==> src/rtl/spoc_perm_sched_if.sv <==
// Controller/datapath-facing signal bundle of the sLiSCP-light permutation scheduler.
// master = controller/datapath side, slave = scheduler.
interface spoc_perm_sched_if #(
    parameter int NUM_STEPS       = 18,
    parameter int ROUNDS_PER_STEP = 6
);
    localparam int SW = $clog2(NUM_STEPS);
    localparam int RW = $clog2(ROUNDS_PER_STEP);

    logic          start;
    logic          stall;
    logic          busy;
    logic          init_perm;
    logic          perm_en;
    logic [SW-1:0] step_cnt;
    logic [RW-1:0] round_cnt;
    logic [5:0]    rc;
    logic [5:0]    sc;
    logic          last_round;
    logic          done;

    modport master (
        output start, stall,
        input  busy, init_perm, perm_en, step_cnt, round_cnt, rc, sc, last_round, done
    );

    modport slave (
        input  start, stall,
        output busy, init_perm, perm_en, step_cnt, round_cnt, rc, sc, last_round, done
    );
endinterface

==> src/rtl/spoc_perm_sched.sv <==
// Round/step sequencer for the sLiSCP-light permutation: drives the datapath round enable,
// round/step indices and the LFSR-generated round/step constants, then pulses done.
module spoc_perm_sched #(
    parameter int         NUM_STEPS       = 18,
    parameter int         ROUNDS_PER_STEP = 6,
    parameter logic [5:0] RC_SEED         = 6'h07,
    parameter logic [5:0] SC_SEED         = 6'h2A
) (
    input  logic               clk,
    input  logic               rst,
    spoc_perm_sched_if.slave   bus
);
    localparam int SW = $clog2(NUM_STEPS);
    localparam int RW = $clog2(ROUNDS_PER_STEP);

    typedef enum logic [1:0] {IDLE, LOAD, RUN, DONE} state_t;

    state_t        state, state_nxt;
    logic [SW-1:0] step_q;
    logic [RW-1:0] round_q;
    logic [5:0]    rc_q, sc_q;
    logic          step_end, perm_last, adv;
    logic          busy, init_perm, done;

    // x^6 + x^5 + 1, period 63
    function automatic logic [5:0] lfsr6(input logic [5:0] q);
        return {q[4:0], q[5] ^ q[4]};
    endfunction

    assign adv       = (state == RUN) && !bus.stall;
    assign step_end  = (round_q == RW'(ROUNDS_PER_STEP - 1));
    assign perm_last = adv && step_end && (step_q == SW'(NUM_STEPS - 1));

    always_comb begin
        state_nxt = state;
        busy      = 1'b0;
        init_perm = 1'b0;
        done      = 1'b0;
        case (state)
            IDLE: if (bus.start) state_nxt = LOAD;
            LOAD: begin
                busy      = 1'b1;
                init_perm = 1'b1;
                state_nxt = RUN;
            end
            RUN: begin
                busy = 1'b1;
                if (perm_last) state_nxt = DONE;
            end
            DONE: begin
                done      = 1'b1;
                state_nxt = IDLE;
            end
            default: state_nxt = IDLE;
        endcase
    end

    always_ff @(posedge clk) begin
        if (rst) begin
            state   <= IDLE;
            step_q  <= '0;
            round_q <= '0;
            rc_q    <= RC_SEED;
            sc_q    <= SC_SEED;
        end else begin
            state <= state_nxt;
            if (state == LOAD) begin
                step_q  <= '0;
                round_q <= '0;
                rc_q    <= RC_SEED;
                sc_q    <= SC_SEED;
            end else if (adv) begin
                rc_q <= lfsr6(rc_q);
                // final round leaves the indices at their maximum so DONE shows them
                if (!perm_last) begin
                    if (step_end) begin
                        round_q <= '0;
                        step_q  <= step_q + SW'(1);
                        sc_q    <= lfsr6(sc_q);
                    end else begin
                        round_q <= round_q + RW'(1);
                    end
                end
            end
        end
    end

    assign bus.busy       = busy;
    assign bus.init_perm  = init_perm;
    assign bus.perm_en    = adv;
    assign bus.last_round = perm_last;
    assign bus.done       = done;
    assign bus.step_cnt   = step_q;
    assign bus.round_cnt  = round_q;
    assign bus.rc         = rc_q;
    assign bus.sc         = sc_q;
endmodule

==> src/flat_wrapper.sv <==
// flat-port wrapper written by rule: the top's interface ports become plain ports
module spoc_perm_sched_flat 
#(
    parameter int         NUM_STEPS       = 18,
    parameter int         ROUNDS_PER_STEP = 6,
    parameter logic [5:0] RC_SEED         = 6'h07,
    parameter logic [5:0] SC_SEED         = 6'h2A
)
  (clk, rst, bus_start, bus_stall, bus_busy, bus_init_perm, bus_perm_en, bus_step_cnt, bus_round_cnt, bus_rc, bus_sc, bus_last_round, bus_done);
  spoc_perm_sched_if #(.NUM_STEPS(NUM_STEPS), .ROUNDS_PER_STEP(ROUNDS_PER_STEP)) bus_i ();
  input  logic clk;
  input  logic rst;
  input wire logic [$bits(bus_i.start)-1:0] bus_start;
  input wire logic [$bits(bus_i.stall)-1:0] bus_stall;
  output wire logic [$bits(bus_i.busy)-1:0] bus_busy;
  output wire logic [$bits(bus_i.init_perm)-1:0] bus_init_perm;
  output wire logic [$bits(bus_i.perm_en)-1:0] bus_perm_en;
  output wire logic [$bits(bus_i.step_cnt)-1:0] bus_step_cnt;
  output wire logic [$bits(bus_i.round_cnt)-1:0] bus_round_cnt;
  output wire logic [$bits(bus_i.rc)-1:0] bus_rc;
  output wire logic [$bits(bus_i.sc)-1:0] bus_sc;
  output wire logic [$bits(bus_i.last_round)-1:0] bus_last_round;
  output wire logic [$bits(bus_i.done)-1:0] bus_done;
  assign bus_i.start = bus_start;
  assign bus_i.stall = bus_stall;
  assign bus_busy = bus_i.busy;
  assign bus_init_perm = bus_i.init_perm;
  assign bus_perm_en = bus_i.perm_en;
  assign bus_step_cnt = bus_i.step_cnt;
  assign bus_round_cnt = bus_i.round_cnt;
  assign bus_rc = bus_i.rc;
  assign bus_sc = bus_i.sc;
  assign bus_last_round = bus_i.last_round;
  assign bus_done = bus_i.done;
  spoc_perm_sched #(.NUM_STEPS(NUM_STEPS), .ROUNDS_PER_STEP(ROUNDS_PER_STEP), .RC_SEED(RC_SEED), .SC_SEED(SC_SEED)) u_core (.clk(clk), .rst(rst), .bus(bus_i));
endmodule
==> config.mk <==
export PLATFORM = sky130hd
export DESIGN_NAME = spoc_perm_sched_flat
export DESIGN_NICKNAME = d
export VERILOG_FILES = /design/src/rtl/spoc_perm_sched_if.sv /design/src/rtl/spoc_perm_sched.sv /design/src/flat_wrapper.sv
export SDC_FILE = /design/constraint.sdc
export NUM_CORES = 1
export LEC_CHECK = 0
export CAP_MARGIN = 40
export CELL_PAD_IN_SITES_DETAIL_PLACEMENT = 1
export CELL_PAD_IN_SITES_GLOBAL_PLACEMENT = 2
export CORE_UTILIZATION = 27
export CTS_CLUSTER_DIAMETER = 30
export DETAILED_ROUTE_END_ITERATION = 7
export HOLD_SLACK_MARGIN = 0.03
export PLACE_DENSITY = 0.79
export SLEW_MARGIN = 5
export SYNTH_ARGS = -nofsm -noshare
export SYNTH_HDL_FRONTEND = slang
export SYNTH_SLANG_ARGS = --single-unit
==> constraint.sdc <==
create_clock -name clk -period 2.4 [get_ports clk]
set_clock_uncertainty 0.2 [all_clocks]
set_input_delay 0.36 -clock clk [delete_from_list [all_inputs] [get_ports clk]]
set_output_delay 0.36 -clock clk [all_outputs]
set_load 0.03 [all_outputs]
**After elaboration in Yosys (flattened, before gate mapping)**

Cells that the tools add are included.
Widths: inputs -> output; s select.

- Logic and storage cells: 34
- Output and inout bits: 25
- Input bits: 4
- Bits in registers: 22

- Eq/ne operators: 7
- Reductions and logical operators: 10
- Mux-type cells: 7
- Add/sub/neg operators: 2
- Bitwise logic cells: 3

Operators with widths:

| cell | count |
|---|---|
| $pmux 2 s4 | 1 |
| $add 5x1->5 const B | 1 |
| $eq 5x5->1 const B | 1 |
| $eq 2x2->1 const B | 2 |
| $mux 2 | 2 |
| $ne 2x2->1 const B | 2 |
| $reduce_and 2->1 | 2 |
| $reduce_or 2->1 | 2 |
| $add 3x1->3 const B | 1 |
| $eq 3x3->1 const B | 1 |
| $logic_and 1x1->1 | 3 |
| $mux 1 | 3 |
| $mux 3 | 1 |
| $reduce_and 3->1 | 1 |
| $eq 2x1->1 const B | 1 |
| $logic_not 2->1 | 1 |
| $xor 1x1->1 | 2 |
| $logic_not 1->1 | 1 |
| $not 1->1 | 1 |

**Longest topological paths before layout**

- Depth after elaboration: 6
- Mapped depth: 8
- Gate-level depth less buffers: 7

**Worst setup path before layout**

No wires, ideal clock.

- Path type: register to register
- Start point: register u_core.step_q[0], in the netlist u_core.bus.step_cnt[0]
- End point: register u_core.state[0]
- Stages on the path, launching flop included: 6
- Arrival time: 1703 ps
- Slack: 410 ps
- Library setup time: 86 ps
- Required time: 2114 ps
- Period minus slack after synthesis: 1990 ps
- Path buffers: 0
- Cells stage by stage: dfxtp_1 ha_1 nand4bb_1 nor3_4 o22ai_1 a221oi_2

- Word-level cells in the longest chain between the ends: 4

RTL lines:

| what | RTL line | text |
|---|---|---|
| start: declaration | spoc_perm_sched.sv:19 | `logic [SW-1:0] step_q;` |
| start signal: assignment | spoc_perm_sched.sv:78 | `step_q <= step_q + SW'(1);` |
| $eq 5x5->1 | spoc_perm_sched.sv:32 | `assign perm_last = adv && step_end && (step_q == SW'(NUM_STEPS - 1));` |
| $logic_and 1x1->1 | spoc_perm_sched.sv:32 |  |
| net bus_last_round | flat_wrapper.sv:22 | `output wire logic [$bits(bus_i.last_round)-1:0] bus_last_round;` |
| $ne 2x2->1 (no source line) | n/a |  |
| $reduce_and 2->1 (no source line) | n/a |  |
| end signal: assignment | spoc_perm_sched.sv:66 | `state <= state_nxt;` |
| end: declaration | spoc_perm_sched.sv:18 | `state_t state, state_nxt;` |

The timed path passes the listed nets, and every way through them passes these cells.
A chain may end at the register's enable or synchronous reset.

**Worst setup path after layout**

- Start point: register u_core.state[0]
- End point: output bus_busy

- Word-level cells in the longest chain between the ends: 3
- Elaborated cells between the ends (all ways): 4
- Classes of those cells: eq/ne: 2; mux: 1; reduce/logical: 1

RTL lines:

| what | RTL line | text |
|---|---|---|
| $eq 2x1->1 / $eq 2x2->1 (equally long branches) | spoc_perm_sched.sv:39 | `case (state)` |
| $reduce_or 2->1 (no source line) (*) | n/a |  |
| $mux 1 (*) | spoc_perm_sched.sv:39 |  |
| end: declaration | flat_wrapper.sv:15 | `output wire logic [$bits(bus_i.busy)-1:0] bus_busy;` |

Mark *: on every way between the ends. The rest lies on a longest branch, timed or not.

==> results.ini <==
[setup_path]
critPathCaptureType=output pin
worstSetupPathType=reg -> out
crit_family=buffers and inverters
cp.arrival_ps=1730
worst-path-buf-inv=2
slowest_stage=clkdlybuf4s50_1
cp.required_ps=1840
cp_max_fo=3
cp-start-kind=flip-flop
critPathMaxStageDelay_ps=670
crit_chain=inv_1, ha_1, clkdlybuf4s50_1

[sta]
drv_slew=0
slew_headroom=0.648
worstMarginPinSlew_ps=526
finalHoldViolCount=0
rsz0062_at_grt=no
setup_tns_ps=0
setup_slack_ps=113
min_period_ps=2290
finalCritPeriodShare=0.953
fmax_mhz=437
setup_viol=0

[finish]
drive_gt1_frac=0.0986
multi_input_area_um2=527
regArea_um2=440
instances_no_fill=190
fin_util=0.380
syn_to_final_growth_pct=34.8
fillers=437
nets=153
n_antenna_cell=0

[clock_tree]
cts_resized=0
worst_skew_pair.late_latency_ps=270
cts_tree=yes
clock_sinks=22
holdBufCountCts=0
clk_pin_slew_ps=90
cts_max_path_buffers=2
clock-root-buffer=clkbuf_8
cts_buffers=3
post_cts_buffers=0
htreeDepth=1

[logic_synthesis]
yosysTopAreaCell=dfxtp_1
synth_common_cells=22 x dfxtp_1, 15 x nand2_1, 14 x nor2_1
avgSynthCellArea_um2=9.03
synth-edff-count=0
ys_top_cells_by_area=dfxtp_1 42%, ha_1 7.2%, nand2_1 5.4%, nor2_1 5.1%, xnor2_1 5.1%
ys_types=29
yosys.cell_count.top_type=dfxtp_1
syn_nets=125
netlist.area_leader.share=0.424
ys.flop_type=dfxtp_1
synth-async-reset-ratio=0
yosysWarnings=0
ys_ff_latch=22
synth.cell_area_mm2=0.00104
syn_inst=115
ys_seq_area_frac=0.424

[power]
p_comb_frac=0.281
pwr-share-seq=0.391
power.static_leakage_nw=0.532
power.internal_mw=0.719
power_density_mw_per_mm2=749
irDropWorstVdd_mv=0.394
power.switching_mw=0.329
swShare=0.314
pwr-share-clk=0.328

[run_status]
status=complete, no violations

[drt]
vias=863
first_pass_iters=2
drt_wl_total_mm=2.28
drc=0
drtIter0Drc=13
via_per_inst=4.54
drtAntennaViolNets=0
wire_per_inst_um=12.0

[place]
dp_cells=186
dp_hpwl_mm=1.69
place_ws_ps=267
gp_congestion=0.700
port_buffers=28

[flow_run]
drv_cap=0

[global_route]
grt_pass1_vias=863
grt_max_degree=18
grt_antenna_before_repair=0
grt_pass1_wl_mm=3.88
gr-total-overflow=0
grt_usage=0.121

[die]
ios=29
die_w_um=64.0
dieArea_mm2=0.00410
start_util=0.282
core_area_mm2=0.00369
rows=22
die_h_um=64.0

[worst_hold_path]
hold_path.class=reg -> reg

==> through the flow <==
step,hold slack [ps],area (µm²),power [mW]
after floorplan,226,1040,0.629
after global placement,270,1330,0.712
after detailed placement,269,1330,0.716
after CTS,287,1400,1.07
after global routing,314,1400,1.11
final,282,1400,1.05
==> final timing paths <==
kind / cells after the start / slack [ps] / from / to
setup / recovery: 3 / 110 / u_core.state[0]$_SDFFE_PP0P_ / bus_busy
hold reg to reg: 2 / 280 / u_core.bus.rc[3]$_SDFFE_PP0P_ / u_core.bus.rc[3]$_SDFFE_PP0P_
setup reg to reg: 6 / 430 / u_core.state[0]$_SDFFE_PP0P_ / u_core.bus.sc[0]$_SDFFE_PP0P_
hold / removal: 2 / 280 / u_core.bus.rc[3]$_SDFFE_PP0P_ / u_core.bus.rc[3]$_SDFFE_PP0P_
==> area by class of cell <==
cell class | count | share of cell area
well taps | 48 | 0.0429
clock buffers | 3 | 0.0295
inverters | 7 | 0.0188
flip-flops and latches | 22 | 0.315
repair buffers | 28 | 0.197
clock inverters | 1 | 0.0214
multi-input cells | 81 | 0.376
==> per-layer routing <==
metal | vias up | part of all wire | track usage | wire (µm)
met3 | 2 | 0.039 | 0.0357 | 89
met2 | 18 | 0.48 | 0.206 | 1090
met1 | 403 | 0.48 | 0.149 | 1090
met4 | 0 | 0.0035 | 0.0256 | 8
li1 | 440 | - | - | -
met5 | - | 0 | 0 | 0
==> power by group through the flow <==
stage | Clock (mW) | Sequential (mW) | Combinational (mW)
detailed placement | 0 | 0.418 | 0.298
global route | 0.371 | 0.414 | 0.325
floorplan | 0 | 0.434 | 0.195
finish | 0.344 | 0.410 | 0.294
global placement | 0 | 0.418 | 0.294
CTS | 0.358 | 0.411 | 0.299
==> cells by family after synthesis <==
family                     synth area share
buffers and inverters                0.0687
adders and majority gates            0.0723
xor gates and xnor gates             0.0506
AOI/OAI and AO/OA                    0.0964
DFF                                   0.424
and+or+nand+nor                       0.278
muxes                               0.00964
==> state kept, by name, summed over array words and instances, names as in the netlist <==
register,cells
u_core.bus.sc,6
u_core.bus.round_cnt,3
u_core.bus.rc,6
u_core.bus.step_cnt,5
u_core.state,2
==> worst register-to-register path, delay by kind of cell (launching register included) <==
kind                       cells  cell delay, ps
DFF                            1             340
AOI/OAI and AO/OA              1             200
buffers and inverters          1             120
adders and majority gates      1             250
and+or+nand+nor                3             780
==> cells in the final DEF (no fill, tap or decap), types with 2 or more instances in the layout <==
master / netlist / routed
ha_1: 6 / 6
nand3_1: 5 / 5
o21ai_0: 3 / 3
nor2_1: 14 / 14
clkbuf_8: 0 / 3
nor4_1: 2 / 2
dfxtp_1: 22 / 22
inv_1: 6 / 6
a211oi_1: 2 / 2
nor3_4: 2 / 2
nand2b_1: 3 / 3
a21oi_1: 7 / 7
buf_4: 1 / 2
clkdlybuf4s50_1: 0 / 26
nor3_1: 5 / 5
nand2_1: 15 / 15
xnor2_1: 6 / 6
No activity file was read; power rests on OpenSTA's default activity.
